[src/rtl/ines_rom_parser.sv]
// iNES ROM parser: validates the 16-byte header, skips an optional trainer and
// steers PRG/CHR payload bytes to SDRAM as single-cycle write strobes.
module ines_rom_parser #(
  parameter int                ADDR_W        = 22,
  parameter logic [ADDR_W-1:0] PRG_BASE      = ADDR_W'(22'h000000),
  parameter logic [ADDR_W-1:0] CHR_BASE      = ADDR_W'(22'h200000),
  parameter int                MAX_PRG_BANKS = 128
) (
  input  logic              clk,
  input  logic              resetn,
  input  logic [7:0]        indata,
  input  logic              indata_valid,
  output logic [ADDR_W-1:0] mem_addr,
  output logic [7:0]        mem_data,
  output logic              mem_write,
  output logic [7:0]        prg_banks,
  output logic [7:0]        chr_banks,
  output logic [7:0]        mapper,
  output logic              mirror_v,
  output logic              battery,
  output logic              four_screen,
  output logic              chr_ram,
  output logic              done,
  output logic              error
);

  typedef enum logic [2:0] {
    S_HEADER, S_TRAINER, S_PRG, S_CHR, S_DONE, S_ERROR
  } state_t;

  localparam logic [8:0] LP_MAX_PRG = 9'(MAX_PRG_BANKS);

  state_t            r_state, w_state_next;
  logic [ADDR_W-1:0] r_cnt;
  logic [7:0]        r_hdr4, r_hdr5, r_hdr6;
  logic [3:0]        r_hdr7_hi;
  logic [ADDR_W-1:0] r_mem_addr;
  logic [7:0]        r_mem_data;
  logic              r_mem_write;
  logic [7:0]        r_prg_banks, r_chr_banks, r_mapper;
  logic              r_mirror_v, r_battery, r_four_screen, r_chr_ram;
  logic              r_done, r_error;

  logic [7:0]        w_magic;
  logic              w_magic_bad;
  logic              w_counting;
  logic [ADDR_W-1:0] w_prg_limit, w_chr_limit;
  logic              w_prg_last, w_chr_last, w_hdr_bad;

  always_comb begin
    w_magic = 8'h1A;
    case (r_cnt[1:0])
      2'd0:    w_magic = 8'h4E;
      2'd1:    w_magic = 8'h45;
      2'd2:    w_magic = 8'h53;
      default: w_magic = 8'h1A;
    endcase
  end

  assign w_magic_bad = (r_cnt < ADDR_W'(4)) && (indata != w_magic);
  assign w_hdr_bad   = (r_hdr4 == 8'd0) || ({1'b0, r_hdr4} > LP_MAX_PRG);
  assign w_prg_limit = ADDR_W'({r_prg_banks, 14'b0});
  assign w_chr_limit = ADDR_W'({r_chr_banks, 13'b0});
  assign w_prg_last  = (r_cnt == w_prg_limit - ADDR_W'(1));
  assign w_chr_last  = (r_cnt == w_chr_limit - ADDR_W'(1));
  assign w_counting  = (r_state != S_DONE) && (r_state != S_ERROR);

  always_ff @(posedge clk) begin
    if (!resetn) r_state <= S_HEADER;
    else         r_state <= w_state_next;
  end

  always_comb begin
    w_state_next = r_state;
    unique case (r_state)
      S_HEADER: begin
        if (indata_valid) begin
          if (w_magic_bad)                 w_state_next = S_ERROR;
          else if (r_cnt == ADDR_W'(15)) begin
            if (w_hdr_bad)                 w_state_next = S_ERROR;
            else if (r_hdr6[2])            w_state_next = S_TRAINER;
            else                           w_state_next = S_PRG;
          end
        end
      end
      S_TRAINER: if (indata_valid && r_cnt == ADDR_W'(511)) w_state_next = S_PRG;
      S_PRG:     if (indata_valid && w_prg_last) w_state_next = r_chr_ram ? S_DONE : S_CHR;
      S_CHR:     if (indata_valid && w_chr_last) w_state_next = S_DONE;
      S_DONE:    w_state_next = S_DONE;
      S_ERROR:   w_state_next = S_ERROR;
      default:   w_state_next = S_HEADER;
    endcase
  end

  // done lags the final write pulse by one cycle so it only rises once the
  // last byte has actually been presented to the arbiter.
  always_ff @(posedge clk) begin
    if (!resetn) begin
      r_cnt         <= '0;
      r_hdr4        <= '0;
      r_hdr5        <= '0;
      r_hdr6        <= '0;
      r_hdr7_hi     <= '0;
      r_mem_addr    <= '0;
      r_mem_data    <= '0;
      r_mem_write   <= 1'b0;
      r_prg_banks   <= '0;
      r_chr_banks   <= '0;
      r_mapper      <= '0;
      r_mirror_v    <= 1'b0;
      r_battery     <= 1'b0;
      r_four_screen <= 1'b0;
      r_chr_ram     <= 1'b0;
      r_done        <= 1'b0;
      r_error       <= 1'b0;
    end else begin
      r_mem_write <= 1'b0;
      r_error     <= (w_state_next == S_ERROR);
      r_done      <= (r_state == S_DONE);
      if (w_state_next != r_state)        r_cnt <= '0;
      else if (indata_valid && w_counting) r_cnt <= r_cnt + ADDR_W'(1);
      if (indata_valid && r_state == S_HEADER) begin
        case (r_cnt[3:0])
          4'd4: r_hdr4    <= indata;
          4'd5: r_hdr5    <= indata;
          4'd6: r_hdr6    <= indata;
          4'd7: r_hdr7_hi <= indata[7:4];
          4'd15: begin
            r_prg_banks   <= r_hdr4;
            r_chr_banks   <= r_hdr5;
            r_mapper      <= {r_hdr7_hi, r_hdr6[7:4]};
            r_mirror_v    <= r_hdr6[0];
            r_battery     <= r_hdr6[1];
            r_four_screen <= r_hdr6[3];
            r_chr_ram     <= (r_hdr5 == 8'd0);
          end
          default: ;
        endcase
      end
      if (indata_valid && (r_state == S_PRG || r_state == S_CHR)) begin
        r_mem_write <= 1'b1;
        r_mem_addr  <= ((r_state == S_PRG) ? PRG_BASE : CHR_BASE) + r_cnt;
        r_mem_data  <= indata;
      end
    end
  end

  assign mem_addr    = r_mem_addr;
  assign mem_data    = r_mem_data;
  assign mem_write   = r_mem_write;
  assign prg_banks   = r_prg_banks;
  assign chr_banks   = r_chr_banks;
  assign mapper      = r_mapper;
  assign mirror_v    = r_mirror_v;
  assign battery     = r_battery;
  assign four_screen = r_four_screen;
  assign chr_ram     = r_chr_ram;
  assign done        = r_done;
  assign error       = r_error;

endmodule

[config.mk]
export PLATFORM = sky130hd
export DESIGN_NAME = ines_rom_parser
export DESIGN_NICKNAME = d
export VERILOG_FILES = /design/src/rtl/ines_rom_parser.sv
export SDC_FILE = /design/constraint.sdc
export NUM_CORES = 1
export LEC_CHECK = 0
export CORE_MARGIN = 1
export CORE_UTILIZATION = 25
export CTS_BUF_LIST = sky130_fd_sc_hd__clkbuf_8
export DETAILED_ROUTE_END_ITERATION = 8
export HOLD_SLACK_MARGIN = 0.15
export PLACE_DENSITY_LB_ADDON = 0.05
export SLEW_MARGIN = 20
export SYNTH_ARGS = -nofsm -noshare
export SYNTH_HDL_FRONTEND = slang
export SYNTH_SLANG_ARGS = --single-unit
[constraint.sdc]
create_clock -name clk -period 4.1 [get_ports clk]
set_clock_uncertainty 0.15 [all_clocks]
set_input_delay 0.615 -clock clk [delete_from_list [all_inputs] [get_ports clk]]
set_output_delay 0.615 -clock clk [all_outputs]
set_load 0.1 [all_outputs]
==> summary.txt <==
Clock network
  • CTS tree: done
  • Clk_lat worst skew: 0.43 ns
  • H-tree lvl count: 4
  • Clock buffer depth: 2
  • Root Buffer: clkbuf_8
  • Total CTS buffers: 17
  • Hold_buf cts: 0
  • Resized cells post-CTS: 0
  • Post-CTS Setup Inserts: 0
  • Clk slew on worst S/H paths: 0.07 ns
  • Num Clock Sinks: 114

Placement
  • Buffers on Ports: 71
  • Post-placement setup slack: 0.475 ns
  • Placed Area: 6330 um2
  • Final HPWL DP: 11.6 mm
  • GPL Wtd Cong: 0.759

Floorplan
  • Die W: 149 um
  • Die Ht: 149 um
  • Num rows: 53
  • Core ar.: 21100 um2
  • Starting density of the core: 25.5%
  • I/O pin total: 72
  • Die ar.: 22100 um2

Final layout
  • Post-Route Utilization: 31.7%
  • ANT cells: 0
  • Nets@finish: 730
  • Final instance area: 6690 um2
  • Share of post-route cells with drive strength above 1: 7.86%
  • FILL cells: 2270
  • Layout area overhead: 24.5%

Detailed routing
  • DRC: 0
  • WL/cell: 15.9 um
  • Routed wire length: 15.9 mm
  • Post-DR vias/cell: 4.61
  • Vias: 4611
  • Antenna Nets Post-Route: 0
  • Initial drt markers: 171
  • TritonRoute pass-1 iters: 5

Global route
  • GR peak layer: met2
  • First-pass GRT wire length: 25.7 mm
  • Met2 usage: 26.4%
  • Grt ovf: 0
  • Met3 Use GR: 3.37%
  • Vias in the first global route: 4583
  • Tot GR Track Use: 15.3%
  • Met1 usage: 18.9%
  • Largest net degree at the start of global routing: 89
  • Initial antenna violation count: 0

Synth
  • Synth Area in Simple Gates: 28.4%
  • Ys async rst share: 0%
  • Largest family of logic cells by synthesized area: simple AND/OR/NAND/NOR gates
  • Synth Area in Adders: 1.40%
  • Post-synthesis xor/xnor area fraction: 7.82%
  • Share of the synthesized area in the top cell type: 42.4%
  • Yosys top cell by area: dfxtp_1
  • Top FF cell, synth: dfxtp_1
  • Avg Synthesized Cell Area: 8.21 um2
  • #FFs+latches synth: 114
  • Synthesized netlist net count: 672
  • Portion of netlist area occupied by mux cells: 0.396%
  • Seq/Total Area, Yosys: 42.4%
  • Ranking of synthesized cells by area: dfxtp_1 (42%), a21boi_1 (12%), nand2_1 (12%), xnor2_1 (4.7%), nand3_1 (3.5%)
  • Compound-gate portion of the synthesized area: 15.4%
  • Number of enable flip-flop cells after synthesis: 0
  • Post-synth cell types: 53
  • Synth Cell Area: 5380 um2
  • Synth Warn #: 0
  • Cells after Synth: 655

Power and ir drop
  • Power Internal: 1.65 mW
  • Leak: 2.20 nW
  • Clk pwr share: 43.8%
  • Seq pwr share: 51.2%
  • Combinational share of power: 5.1%
  • Worst vdd ir: 0.168 mV
  • Psw: 0.537 mW
  • Power Dens Cells: 327 nW/um2
  • Switching Share: 24.5%

STA
  • # setup viols final: 0
  • Slew Viols, Final: 0
  • Slew at the pin closest to its max-slew limit: 1.00 ns
  • Minimum clock period after layout: 3.41 ns
  • Setup WS post-layout: 0.695 ns
  • RSZ-0062 raised after global routing: no
  • Fmax achieved: 0.294 GHz
  • Tcrit/Tclk final: 83.1%
  • Relative slew slack: 32.9%
  • Hold Vio Cnt, Final: 0
  • Setup TNS: 0 ns

Worst hold path
  • Hold crit path type: reg -> reg

Critical path
  • WP data required: 4.26 ns
  • Arrival @ worst endpoint: 3.56 ns
  • Critical path capture point type: register
  • Worst setup SP type: register
  • Kind of critical path: reg -> reg
  • Crit Path Max Fanout: 16

Status
  • Outcome: finished, final reports clean

Job
  • Max-cap violations: 0
area by class of cell:
| type | instances | area, um2 | area share (%) |
|---|---|---|---|
| multi-input cells | 488 | 2880 | 43.1 |
| repair buffers | 83 | 796 | 11.9 |
| clock inverters | 12 | 93.8 | 1.40 |
| well taps | 275 | 344 | 5.14 |
| inverters | 9 | 33.8 | 0.505 |
| clock buffers | 19 | 262 | 3.91 |
| flip-flops and latches | 114 | 2280 | 34.1 |
registers in the layout, indices dropped and copies added, names as in the netlist, 3 cells and up:
name	count
r_hdr5	8
mapper	8
r_state	3
r_hdr6	8
prg_banks	8
chr_banks	8
mem_addr	22
r_cnt	22
r_hdr7_hi	4
r_hdr4	8
mem_data	8
cells in the mapped netlist (3+ instances only):
library cell and number:
a21boi_1 85, a21oi_1 7, and2_1 3, and3_1 9, clkbuf_1 37, dfxtp_1 114
ha_1 6, inv_1 9, nand2_1 166, nand2b_1 5, nand3_1 38, nand3b_1 3
nand4_1 7, nor2_1 29, nor2b_1 4, nor3_1 14, nor3_2 10, nor3b_1 4
nor4_1 11, or3_1 4, or4_1 3, xnor2_1 29, xor2_1 19
stage by stage:
stage / std cells / hold WS [ns] / total power, mW
6_report: 1000 / 0.305 / 2.19
5_1_grt: 1000 / 0.319 / 2.30
4_1_cts: 1000 / 0.309 / 2.24
3_5_place_dp: 969 / 0.298 / 1.26
3_3_place_gp: 969 / 0.292 / 1.26
2_1_floorplan: 655 / 0.281 / 1.22
path summary, 6_finish.rpt:
kind	endpoint	start	depth (start not counted)	slack [ns]
worst max-delay path	r_cnt[1]$_SDFFE_PP0P_	r_cnt[0]$_SDFFE_PP0P_	9	0.69
worst min-delay path	mem_addr[11]$_SDFFE_PN0P_	mem_addr[11]$_SDFFE_PN0P_	2	0.31
worst max register to register	r_cnt[1]$_SDFFE_PP0P_	r_cnt[0]$_SDFFE_PP0P_	9	0.69
worst min register to register	mem_addr[11]$_SDFFE_PN0P_	mem_addr[11]$_SDFFE_PN0P_	2	0.31
placed cells by master, fill, tap and decap left out, types with 5 or more instances in the layout:
cell type / Yosys / routed
nand2_1: 166 / 165
dfxtp_1: 114 / 114
a21boi_1: 85 / 85
clkdlybuf4s50_1: 0 / 70
nand3_1: 38 / 38
nor2_1: 29 / 29
xnor2_1: 29 / 29
xor2_1: 19 / 19
clkbuf_8: 0 / 19
nor3_1: 14 / 14
buf_4: 1 / 12
nor4_1: 11 / 11
inv_1: 9 / 11
nor3_2: 10 / 10
and3_1: 9 / 9
nand4_1: 7 / 7
a21oi_1: 7 / 7
ha_1: 6 / 6
nand2b_1: 5 / 5
clkinv_2: 0 / 5
routing by layer:
metal	share of wire (%)	vias up
met2	50	83
met1	46	2177
met3	3.0	11
met5	0	-
met4	0.79	0
li1	-	2340
power by group through the flow:
stage	registers, mW	logic (mW)	clock network, mW
3_5_place_dp	1.14	0.114	0
4_1_cts	1.12	0.114	1.00
5_1_grt	1.12	0.121	1.06
3_3_place_gp	1.14	0.112	0
6_report	1.12	0.111	0.958
2_1_floorplan	1.15	0.0673	0
kinds of logic (layout without fill, tap and decap cells):
family,count (synthesis),in the layout
AOI/OAI and AO/OA,112,112
DFF,114,114
and+or+nand+nor,320,320
adders and majority gates,6,6
buffers and inverters,53,123
muxes,2,2
xor gates and xnor gates,48,48
critical path, cell delays in order (launching register included):
cell,delay (ns)
dfxtp_1,0.44
ha_1,0.40
nand3_1,0.31
or2_1,0.34
or4_1,0.56
nor4_2,0.39
o2111ai_1,0.19
a21oi_2,0.14
buf_4,0.27
nor3_1,0.08
Note: power is estimated with default switching activity, not from simulation.
